$ cat config.mk
export PLATFORM = sky130hd
export DESIGN_NAME = eth_rx_mac
export DESIGN_NICKNAME = d
export VERILOG_FILES = /design/src/rtl/eth_rx_mac_pkg.sv /design/src/rtl/eth_rx_mac_crc_chk.sv /design/src/rtl/eth_rx_mac.sv
export SDC_FILE = /design/constraint.sdc
export NUM_CORES = 1
export LEC_CHECK = 0
export CAP_MARGIN = 5
export CORE_ASPECT_RATIO = 2
export CORE_UTILIZATION = 35
export DETAILED_ROUTE_END_ITERATION = 6
export HOLD_SLACK_MARGIN = 0.15
export SLEW_MARGIN = 40
export SYNTH_ARGS = -nofsm -noshare
export SYNTH_HDL_FRONTEND = slang
export SYNTH_SLANG_ARGS = --single-unit
$ cat constraint.sdc
create_clock -name clk -period 2.2 [get_ports clk]
set_input_delay 0.55 -clock clk [delete_from_list [all_inputs] [get_ports clk]]
set_output_delay 0.55 -clock clk [all_outputs]
set_load 0.05 [all_outputs]
$ cat src/rtl/eth_rx_mac_pkg.sv
// Shared Ethernet rx/tx definitions: framing bytes, frame size limits, CRC-32 constants,
// the byte-wise CRC step and the receive FSM state type.
package eth_rx_mac_pkg;

  localparam logic [7:0]  PREAMBLE_BYTE        = 8'h55;
  localparam logic [7:0]  SFD_BYTE             = 8'hD5;
  localparam logic [10:0] MIN_FRAME_SIZE       = 11'd64;
  localparam logic [10:0] MAX_FRAME_SIZE       = 11'd1518;
  localparam logic [31:0] CRC32_POLY_REFLECTED = 32'hEDB88320;
  localparam logic [31:0] CRC32_RESIDUE        = 32'hDEBB20E3;

  typedef enum logic [1:0] {
    ST_IDLE     = 2'd0,
    ST_PREAMBLE = 2'd1,
    ST_DATA     = 2'd2,
    ST_DROP     = 2'd3
  } rx_state_t;

  // Reflected (LSB-first) CRC-32 update for one byte, no inversion.
  function automatic logic [31:0] crc32_step(input logic [31:0] crc, input logic [7:0] data);
    logic [31:0] c;
    c = crc ^ {24'h0, data};
    for (int i = 0; i < 8; i++) begin
      c = c[0] ? ((c >> 1) ^ CRC32_POLY_REFLECTED) : (c >> 1);
    end
    return c;
  endfunction

endpackage

$ cat src/rtl/eth_rx_mac_crc_chk.sv
// CRC-32 running checker: init loads all-ones, enabled bytes fold in, match flags the
// good-frame residue once the FCS bytes have been absorbed.
module eth_rx_crc_chk
  import eth_rx_mac_pkg::*;
(
  input  logic       clk,
  input  logic       rst_n,
  input  logic       i_init,
  input  logic       i_en,
  input  logic [7:0] i_data,
  output logic       o_match
);

  logic [31:0] r_crc;

  always_ff @(posedge clk or negedge rst_n) begin
    if (!rst_n) begin
      r_crc <= 32'hFFFFFFFF;
    end else if (i_init) begin
      r_crc <= 32'hFFFFFFFF;
    end else if (i_en) begin
      r_crc <= crc32_step(r_crc, i_data);
    end
  end

  assign o_match = (r_crc == CRC32_RESIDUE);

endmodule

$ cat src/rtl/eth_rx_mac.sv
// GMII receive framer: strips preamble/SFD, checks FCS and length, drops the FCS bytes.
// m_valid marks a byte on m_data every cycle it is high; there is no ready, the sink takes
// every byte. Optional frame counters are built when ETH_RX_STATS_EN is defined.
module eth_rx_mac
  import eth_rx_mac_pkg::*;
#(
  parameter int PREAMBLE_MIN = 7
) (
  input  logic        clk,
  input  logic        rst_n,
  input  logic [7:0]  rx_data,
  input  logic        rx_dv,
  input  logic        rx_er,
  output logic [7:0]  m_data,
  output logic        m_valid,
  output logic        m_last,
  output logic        stat_valid,
  output logic        stat_crc_err,
  output logic        stat_len_err,
  output logic        stat_phy_err,
  output logic [31:0] cnt_good,
  output logic [31:0] cnt_bad,
  output logic [1:0]  dbg_state
);

  localparam logic [2:0] PRE_MIN = 3'(PREAMBLE_MIN);

  rx_state_t   r_state;
  logic        r_dv_q;
  logic [2:0]  r_pre_cnt;
  logic [10:0] r_len;
  logic        r_phy_err;
  logic [7:0]  r_buf [5];

  logic w_start;
  logic w_pre_ok;
  logic w_crc_init;
  logic w_crc_en;
  logic w_crc_match;
  logic w_len_err;
  logic w_buf_full;

  // r_dv_q resets high so a frame already in flight at reset release is ignored.
  assign w_start    = rx_dv & ~r_dv_q;
  assign w_pre_ok   = (r_pre_cnt >= PRE_MIN);
  assign w_crc_init = (r_state == ST_PREAMBLE) && rx_dv && (rx_data == SFD_BYTE) && w_pre_ok;
  assign w_crc_en   = (r_state == ST_DATA) && rx_dv;
  assign w_len_err  = (r_len < MIN_FRAME_SIZE) || (r_len > MAX_FRAME_SIZE);
  assign w_buf_full = (r_len >= 11'd5);
  assign dbg_state  = r_state;

  eth_rx_crc_chk u_crc (
    .clk     (clk),
    .rst_n   (rst_n),
    .i_init  (w_crc_init),
    .i_en    (w_crc_en),
    .i_data  (rx_data),
    .o_match (w_crc_match)
  );

  always_ff @(posedge clk or negedge rst_n) begin
    if (!rst_n) begin
      r_state      <= ST_IDLE;
      r_dv_q       <= 1'b1;
      r_pre_cnt    <= 3'd0;
      r_len        <= 11'd0;
      r_phy_err    <= 1'b0;
      m_data       <= 8'h00;
      m_valid      <= 1'b0;
      m_last       <= 1'b0;
      stat_valid   <= 1'b0;
      stat_crc_err <= 1'b0;
      stat_len_err <= 1'b0;
      stat_phy_err <= 1'b0;
      for (int i = 0; i < 5; i++) r_buf[i] <= 8'h00;
    end else begin
      r_dv_q       <= rx_dv;
      m_data       <= 8'h00;
      m_valid      <= 1'b0;
      m_last       <= 1'b0;
      stat_valid   <= 1'b0;
      stat_crc_err <= 1'b0;
      stat_len_err <= 1'b0;
      stat_phy_err <= 1'b0;
      case (r_state)
        ST_IDLE: begin
          if (w_start) begin
            if (rx_data == PREAMBLE_BYTE) begin
              r_state   <= ST_PREAMBLE;
              r_pre_cnt <= 3'd1;
            end else begin
              r_state <= ST_DROP;
            end
          end
        end
        ST_PREAMBLE: begin
          if (!rx_dv) begin
            r_state <= ST_IDLE;
          end else if (rx_data == PREAMBLE_BYTE) begin
            if (r_pre_cnt != 3'd7) r_pre_cnt <= r_pre_cnt + 3'd1;
          end else if (w_crc_init) begin
            r_state   <= ST_DATA;
            r_len     <= 11'd0;
            r_phy_err <= 1'b0;
          end else begin
            r_state <= ST_DROP;
          end
        end
        ST_DATA: begin
          if (rx_dv) begin
            if (r_len != 11'h7FF) r_len <= r_len + 11'd1;
            if (rx_er) r_phy_err <= 1'b1;
            r_buf[0] <= rx_data;
            for (int i = 1; i < 5; i++) r_buf[i] <= r_buf[i-1];
            // Once five bytes are held, the oldest can no longer be part of the FCS.
            if (w_buf_full) begin
              m_valid <= 1'b1;
              m_data  <= r_buf[4];
            end
          end else begin
            r_state      <= ST_IDLE;
            stat_valid   <= 1'b1;
            stat_crc_err <= ~w_crc_match;
            stat_len_err <= w_len_err;
            stat_phy_err <= r_phy_err;
            if (w_buf_full) begin
              m_valid <= 1'b1;
              m_last  <= 1'b1;
              m_data  <= r_buf[4];
            end
          end
        end
        ST_DROP: begin
          if (!rx_dv) r_state <= ST_IDLE;
        end
        default: r_state <= ST_IDLE;
      endcase
    end
  end

`ifdef ETH_RX_STATS_EN
  logic w_fin;
  logic w_fin_bad;

  assign w_fin     = (r_state == ST_DATA) && !rx_dv;
  assign w_fin_bad = ~w_crc_match | w_len_err | r_phy_err;

  always_ff @(posedge clk or negedge rst_n) begin
    if (!rst_n) begin
      cnt_good <= 32'd0;
      cnt_bad  <= 32'd0;
    end else if (w_fin) begin
      if (w_fin_bad) cnt_bad  <= cnt_bad + 32'd1;
      else           cnt_good <= cnt_good + 32'd1;
    end
  end
`else
  assign cnt_good = 32'd0;
  assign cnt_bad  = 32'd0;
`endif

endmodule

# Word-level counts from Yosys, hierarchy flattened

Cells that the tools add are included.
Widths: inputs -> output; s select.

Input port bits: 12
Register bits: 104

Bitwise logic cells: 12
Equal/unequal tests: 20
Muxes and demuxes: 49
Reductions and logical operators: 15
Add/sub/neg operators: 2
$lt $le $gt $ge: 4

Operator list:

| kind                  | number |
|---|---|
| $mux 32               | 10 |
| $not 13->14           | 8 |
| $mux 11               | 5 |
| $eq 32x32->1 const B  | 1 |
| $xor 32x8->32         | 1 |
| $pmux 11 s2           | 1 |
| $mux 1                | 18 |
| $reduce_and 6->1      | 3 |
| $mux 8                | 2 |
| $mux 3                | 5 |
| $ne 2x2->1 const B    | 7 |
| $add 11x1->11 const B | 1 |
| $ge 11x3->1 const B   | 1 |
| $gt 11x11->1 const B  | 1 |
| $lt 11x7->1 const B   | 1 |
| $ne 11x11->1 const B  | 1 |
| $mux 2                | 5 |
| $eq 8x7->1 const B    | 1 |
| $eq 8x8->1 const B    | 1 |
| $ne 2x1->1 const B    | 4 |
| $ne 3x3->1 const B    | 2 |
| $pmux 2 s3            | 1 |
| $pmux 3 s2            | 1 |
| $reduce_bool 2->1     | 3 |
| 13 further kinds      | 18 |

# Longest topological paths before layout

Gate-level depths: netlist of the first run.

Word-level depth: 19
Gate-level depth with buffers: 8
Depth with buffers taken out: 7

# By module

From an unflattened synthesis of the first run, not the netlist that was laid out.

Cells, all modules: 504
Area total of the unflattened synthesis: 5685.5 sq um

By module, submodules not included:

| module         | cells each | instances | area an instance (sq um) | sequential area each (sq um) |
|---|---|---|---|---|
| eth_rx_mac     | 307        | 1         | 3477.1                   | 1803.0 |
| eth_rx_crc_chk | 197        | 1         | 2208.4                   | 840.8 |

# Worst setup path before layout of the first run

OpenSTA, ideal clock, no wires.

Path type: register -> register
Start: register r_state[0] (netlist: dbg_state[0])
End: register u_crc.r_crc[1]
Cell stages (with the launch flop): 8
Setup time: 0.075 ns
Arrival: 2.046 ns
Setup slack: 0.079 ns
Period minus slack after synthesis: 2.121 ns
Path through: dfrtp_1 -> clkbuf_1 -> nand2_1 -> nor2_1 -> a21oi_1 -> nor2_2 -> clkbuf_1 -> a2bb2oi_1

Cells in the longest elaborated chain, start to end: 5
Elaborated cells between the ends (all ways): 8
Classes of those cells: 2 x eq/ne; 1 x mux; 5 x reduce/logical

RTL lines:

| item                                                | RTL line                 | text |
|---|---|---|
| start: declaration                                  | eth_rx_mac.sv:28         | `rx_state_t r_state;` |
| start signal: assignment                            | eth_rx_mac.sv:63         | `r_state <= ST_IDLE;` |
| start signal: assignment                            | eth_rx_mac.sv:89         | `r_state <= ST_PREAMBLE;` |
| start signal: assignment                            | eth_rx_mac.sv:92         | `r_state <= ST_DROP;` |
| $eq 2x1->1                                          | eth_rx_mac.sv:46         | `assign w_crc_init = (r_state == ST_PREAMBLE) && rx_dv && (rx_data == SFD_BYTE) && w_pre_ok;` |
| $logic_and 1x1->1 (3 in a row)                      | eth_rx_mac.sv:46         |  |
| $mux 32 / $reduce_bool 2->1 (equally long branches) | --                       |  |
| end signal: assignment                              | eth_rx_mac_crc_chk.sv:22 | `r_crc <= crc32_step(r_crc, i_data);` |
| end: declaration                                    | eth_rx_mac_crc_chk.sv:14 | `logic [31:0] r_crc;` |

Parallel ways exist; a longest one is shown, timed or not.
A chain may end at the register's enable or synchronous reset.

# Final worst setup path of the first run

Start: input rx_data[3]
End: register u_crc.r_crc[19]

Cells in the longest elaborated chain, start to end: 14
Elaborated cells between the ends (all ways): 18
Classes of those cells: 1 x eq/ne; 10 x mux; 4 x bitwise; 3 x reduce/logical

RTL lines:

| item                  | RTL line                 | text |
|---|---|---|
| start: declaration    | eth_rx_mac.sv:11         | `input logic [7:0] rx_data,` |
| $xor 32x8->32         | eth_rx_mac_pkg.sv:22     | `c = crc ^ {24'h0, data};` |
| $mux 32 (5 in a row)  | eth_rx_mac_pkg.sv:24     | `c = c[0] ? ((c >> 1) ^ CRC32_POLY_REFLECTED) : (c >> 1);` |
| $not 13->14 (no line) | --                       |  |
| $mux 32               | eth_rx_mac_pkg.sv:24     |  |
| $not 13->14 (no line) | --                       |  |
| $mux 32               | eth_rx_mac_pkg.sv:24     |  |
| $not 13->14 (no line) | --                       |  |
| $mux 32               | eth_rx_mac_pkg.sv:24     |  |
| $mux 32               | eth_rx_mac_crc_chk.sv:21 | `end else if (i_en) begin` |
| $mux 32               | eth_rx_mac_crc_chk.sv:19 | `end else if (i_init) begin` |

Parallel ways exist; a longest one is shown, timed or not. The select of a mux whose other input is x is not followed.

==> results of run 1 <==
## power groups by stage
stage          combinational [mW]  clock, mW  sequential [mW]
2_1_floorplan                3.59          0             3.20
3_3_place_gp                 5.19          0             3.24
3_5_place_dp                 5.25          0             3.26
4_1_cts                      5.32       1.55             3.24
5_1_grt                      5.82       1.64             3.32
6_report                     5.37       1.50             3.24
## final timing paths
path | start | cells past startpoint | endpoint | slack [ps]
max | rx_data[3] | 8 | u_crc.r_crc[19] | 80
min | rst_n | 1 | r_buf[39] | 190
max reg2reg | r_pre_cnt[0] | 9 | u_crc.r_crc[19] | 200
min reg2reg | r_buf[18] | 2 | r_buf[10] | 460
max in group asynchronous | rst_n | 2 | u_crc.r_crc[17] | 1320
min in group clk | r_buf[18] | 2 | r_buf[10] | 460
## cell usage in the layout (no fill, tap or decap), drive strengths merged, types with 18 or more instances in the layout
cell type / instances
nand2: 135
dfrtp: 71
conb: 64
buf: 62
xnor2: 44
dfstp: 33
xor2: 27
a21oi: 24
clkdlybuf4s50: 23
a2bb2oi: 18
## state kept, by name, indices dropped and copies added (netlist names)
signal and cells:
dbg_state 2, r_phy_err 1, stat_valid 1, r_pre_cnt 3, r_dv_q 1, stat_len_err 1, stat_phy_err 1, m_valid 1
u_crc.r_crc 32, r_len 11, r_buf 40, m_last 1, stat_crc_err 1, m_data 8
## logic make-up after synthesis
family | after synthesis | share of synthesized area
AOI/OAI and AO/OA | 67 | 0.0802
adders and majority gates | 4 | 0.00901
xor gates and xnor gates | 72 | 0.145
muxes | 2 | 0.00360
and+or+nand+nor | 221 | 0.183
buffers and inverters | 87 | 0.102
other | 1 | 0.000675
DFF | 104 | 0.476
## cells in the mapped netlist, types with 3 or more instances
| cell | number | area share |
|---|---|---|
| clkbuf_1 | 20 | 0.014 |
| nor4_1 | 4 | 0.0045 |
| or3_1 | 6 | 0.0068 |
| a31oi_1 | 4 | 0.0045 |
| a22o_1 | 3 | 0.0047 |
| and4_1 | 4 | 0.0063 |
| nand3b_1 | 3 | 0.0041 |
| a2bb2oi_1 | 18 | 0.028 |
| a21oi_1 | 24 | 0.022 |
| dfrtp_1 | 71 | 0.32 |
| nand2b_1 | 5 | 0.0056 |
| o21ai_0 | 10 | 0.0090 |
| nor2_1 | 15 | 0.010 |
| ha_1 | 4 | 0.0090 |
| nand3_1 | 7 | 0.0063 |
| xnor2_2 | 7 | 0.021 |
| xor2_1 | 24 | 0.038 |
| nand2_1 | 135 | 0.091 |
| dfstp_2 | 33 | 0.16 |
| xnor2_4 | 4 | 0.020 |
| xnor2_1 | 33 | 0.052 |
| nor3_1 | 17 | 0.015 |
| and2_1 | 10 | 0.011 |
| buf_4 | 64 | 0.087 |
## worst reg2reg max path: cells and delay by family, from the launching register on
kind | cells | cell delay (ps)
buffers and inverters | 2 | 360
and+or+nand+nor | 2 | 160
DFF | 1 | 430
adders and majority gates | 2 | 470
AOI/OAI and AO/OA | 3 | 510
## metal layers
layer / vias to the layer above / part of all wire / global-route usage
met2: 121 / 0.57 / 0.307
met3: 24 / 0.029 / 0.0224
met5: - / 0 / 0
li1: 1869 / - / -
met1: 1896 / 0.37 / 0.165
met4: 0 / 0.035 / 0.0908
## layout make-up
| cell class | count | area [um2] |
|---|---|---|
| fillers | 1465 | 8750 |
| clock buffers | 10 | 229 |
| repair buffers | 86 | 800 |
| inverters | 3 | 11.3 |
| flip-flops and latches | 104 | 2640 |
| well taps | 198 | 248 |
| multi-input cells | 430 | 2650 |
| clock inverters | 6 | 43.8 |
## timing repair
item | in CTS | in global routing
gates resized for setup | 2 | 8
endpoints found under the setup margin | 4 | 41
setup buffers | 0 | 0
## through the flow
stage	std cells	setup slack (ps)	util	instance area [um2]
2_1_floorplan	621	78.6	-	5790
3_5_place_dp	821	-413	0.409	6290
6_report	837	80.4	0.431	6620
4_1_cts	837	11.5	0.428	6580
5_1_grt	837	-9.29	0.431	6620
3_3_place_gp	821	-414	0.409	6280
==> flow_metrics.tcl, run 1 <==
set metrics [dict create \
    place_hpwl_um 9180 \
    period_minus_slack_ps 2120 \
    grt_pass1_vias 4016 \
    syn2layout_area_growth_pct 19.3 \
    cts_tree "done" \
    synth_area_um2 5550 \
    ios 92 \
    routabilityCongestion 0.853 \
    critPathMaxStageDelay_ps 480 \
    start_util 0.361 \
    core.rowCount 64 \
    path_class "in -> reg" \
    die_w_um 91.1 \
    irDropWorstVdd_uv 491 \
    hold_class "in -> async" \
    drtPass1Iterations 6 \
    drive_above_1_share 0.208 \
    drt_iter0_markers 142 \
    diodes 0 \
    via_per_inst 4.67 \
    cp_max_fo 4 \
    wl_per_cell_um 14.8 \
    grt_pass1_wl_um 20500 \
    status "complete, no violations" \
    syn_inst 558 \
    die_y_um 180 \
    worstMarginPinSlew_ps 577 \
    cts.sinks 104 \
    fin_setup_tns_ps 0 \
    slew_viol_final 0 \
    drc 0 \
    path_delay_family "XOR/XNOR gates" \
    vias 3910 \
    clock-skew-final_ps 9.55 \
    hold_ws_ps 190 \
    grt.total_usage 0.161 \
    grt_max_degree 51 \
    hold_buffers 0 \
    pwr-share-seq 0.321 \
    finalCritPeriodShare 0.963 \
    critPathRequiredTime_ps 2480 \
    arrival_ps 2400 \
    crit_chain "clkdlybuf4s50_1, buf_4, xnor2_2, buf_4, xnor2_2, xnor2_1, xnor3_1, o22a_1" \
    grt_overflow_total 0 \
    path_buf_inv 3 \
    ys.flop_type "dfrtp_1" \
    crit_path_end_kind "flip-flop" \
    syn_area_per_cell_um2 9.95 \
    path_clk_slew_ps 70 \
    total_power_mw 10.1 \
    numCtsBuffers 9 \
    clk_latency_ps 350 \
    max_slew_margin 0.615 \
    routed_wl_um 12400 \
    swShare 0.390 \
    power.net_switching_mw 3.94 \
    synth_edf_count 0 \
    antenna_found_initial 0 \
    die-area_um2 16400 \
    h-tree-depth 3 \
    async_flop_share 1.00 \
    antenna_left 0 \
    power_frac_comb 0.531 \
    p_int_mw 6.17 \
    port_buffers 27 \
    hold_violations 0 \
    max_cap_violations 0 \
    p_leak_nw 3.07 \
    cpMaxStageDelayCell "clkdlybuf4s50_1" \
    timing.fmax_mhz 472 \
    rsz0062_at_grt "true" \
    setup_viol 0 \
    ys_warn_count 0 \
    ys_ff_latch 104 \
    clk_path_buf_depth 2 \
    pwr-share-clk 0.148 \
    cts_root_buffer "clkbuf_16" \
    yosysSeqAreaShare 0.476 \
    synthDistinctLibCells 47 \
    fin_nets 650 \
    core_area_um2 15400 \
    power.density_nw_per_um2 1530 \
    startpoint_type "input pin" \
]
No activity file was read; power rests on OpenSTA's default activity.
==> run 2: changes to the inputs <==
Settings changed: CORE_UTILIZATION 35 to 25, RECOVER_POWER set to 25.
==> flow_metrics.tcl, run 2 (synthesis gave the netlist of run 1 again) <==
set metrics [dict create \
    status "complete, no violations" \
    grt_overflow_total 0 \
    reg_top3 "r_buf: 40 flops, u_crc.r_crc: 32 flops, r_len: 11 flops" \
    core_area_um2 21700 \
    crit_path_end_kind "flip-flop" \
    diodes 0 \
    clk_latency_ps 360 \
    power.net_switching_mw 4.04 \
    period_minus_slack_ps 2130 \
    h-tree-depth 3 \
    power_frac_comb 0.524 \
    finalCritPeriodShare 0.969 \
    drtPass1Iterations 4 \
    cp_max_fo 5 \
    syn2layout_area_growth_pct 21.7 \
    path_class "in -> reg" \
    die-area_um2 22900 \
    startpoint_type "input pin" \
    place_hpwl_um 9140 \
    worstHoldPathCells 2 \
    top_register "r_buf" \
    path_clk_slew_ps 80 \
    drt_iter0_markers 194 \
    critPathMaxStageDelay_ps 480 \
    top_usage_layer "met2" \
    multi_input_area_um2 2620 \
    worstMarginPinSlew_ps 1470 \
    timing.fmax_mhz 469 \
    cts.sinks 104 \
    grt_max_degree 105 \
    drc 0 \
    grt_pass1_wl_um 20900 \
    final_common_cell "nand2_1" \
    slew_viol_final 0 \
    wl_per_cell_um 14.0 \
    die_w_um 107 \
    fin_cells 916 \
    core.rowCount 76 \
    nFillCells 2244 \
    power.density_nw_per_um2 1540 \
    fin_nets 654 \
    fin_setup_tns_ps 0 \
    ios 92 \
    worstReg2RegStart "r_pre_cnt[0]" \
    met1_usage 0.124 \
    cts_tree "done" \
    largest_reg_flops 40 \
    hold_ws_ps 467 \
    dp.cells 899 \
    seq_area_um2 2640 \
    clock-skew-final_ps 9.46 \
    pwr-share-clk 0.165 \
    via_per_inst 4.27 \
    swShare 0.387 \
    critPathRequiredTime_ps 2480 \
    vias 3911 \
    path_buf_inv 3 \
    port_buffers 27 \
    total_power_mw 10.4 \
    start_util 0.256 \
    max_slew_margin 0.0215 \
    max_cap_violations 0 \
    path_delay_family "XOR/XNOR gates" \
    pwr-share-seq 0.311 \
    use_met2 0.219 \
    irDropWorstVdd_uv 546 \
    hold_buffers 0 \
    hold_class "reg -> reg" \
    crit_chain "clkdlybuf4s50_1, buf_4, xnor2_2, buf_4, xnor2_2, xnor2_1, xnor2_1, a2bb2oi_1" \
    r2r_cells 9 \
    cts_root_buffer "clkbuf_16" \
    p_leak_nw 3.09 \
    drive_above_1_share 0.208 \
    arrival_ps 2410 \
    grt_pass1_vias 3935 \
    cpMaxStageDelayCell "clkdlybuf4s50_1" \
    clk_path_buf_depth 2 \
    antenna_left 0 \
    rsz0062_at_grt "false" \
    p_int_mw 6.40 \
    design_area_um2 6760 \
    worstHoldStart "r_buf[7]" \
    mostFrequentLayoutCells "nand2_1 (135), dfrtp_1 (71), conb_1 (64)" \
    placed_area_um2 6410 \
    cp.depth 8 \
    numCtsBuffers 9 \
    routabilityCongestion 0.838 \
    crit_start "rx_data[3]" \
    die_y_um 213 \
    routed_wl_um 12800 \
    antenna_found_initial 0 \
    hold_violations 0 \
    use_met3 0.0272 \
    setup_viol 0 \
    grt.total_usage 0.123 \
]
## run 2: timing repair
item,in CTS,in global routing
buffers inserted,0,1
setup endpoints to repair,0,10
gates resized for setup,0,3
## run 2: cell type report
class | instances | area share
Clock buffer | 10 | 0.0339
Clock inverter | 6 | 0.0120
Inverter | 3 | 0.00167
Multi-Input combinational cell | 430 | 0.387
Sequential cell | 104 | 0.391
Tap cell | 273 | 0.0505
Timing Repair Buffer | 90 | 0.124
## run 2: worst register-to-register path, delay by kind of cell (launching register included)
kind	cells	cell delay, ps
buffers and inverters	2	300
and+or+nand+nor	2	140
DFF	1	430
AOI/OAI and AO/OA	3	540
adders and majority gates	2	470
## run 2: path summary, 6_finish.rpt
check	end	slack (ps)
worst max-delay path	u_crc.r_crc[23]	70
worst min-delay path	r_buf[7]	470
worst max register to register	r_phy_err	210
worst min register to register	r_buf[7]	470
max in group asynchronous	r_buf[24]	600
min in group asynchronous	stat_len_err	590
## run 2: metrics by stage
stage	utilization	setup WS (ps)
after floorplan	-	78.6
after global placement	0.296	-308
after detailed placement	0.296	-319
after CTS	0.310	79.0
after global routing	0.312	30.4
final	0.312	68.7
## run 2: metal layers
metal / up-vias / wire length [um]
li1: 1884 / -
met1: 1866 / 4620
met2: 126 / 6970
met3: 35 / 492
met4: 0 / 714
met5: - / 0
## run 2: power groups by stage
stage / Clock [mW] / Combinational [mW] / Sequential [mW]
after detailed placement: 0 / 5.38 / 3.28
after CTS: 1.79 / 5.41 / 3.25
after global placement: 0 / 5.35 / 3.27
after global routing: 1.86 / 5.86 / 3.33
final: 1.72 / 5.46 / 3.25
after floorplan: 0 / 3.59 / 3.20
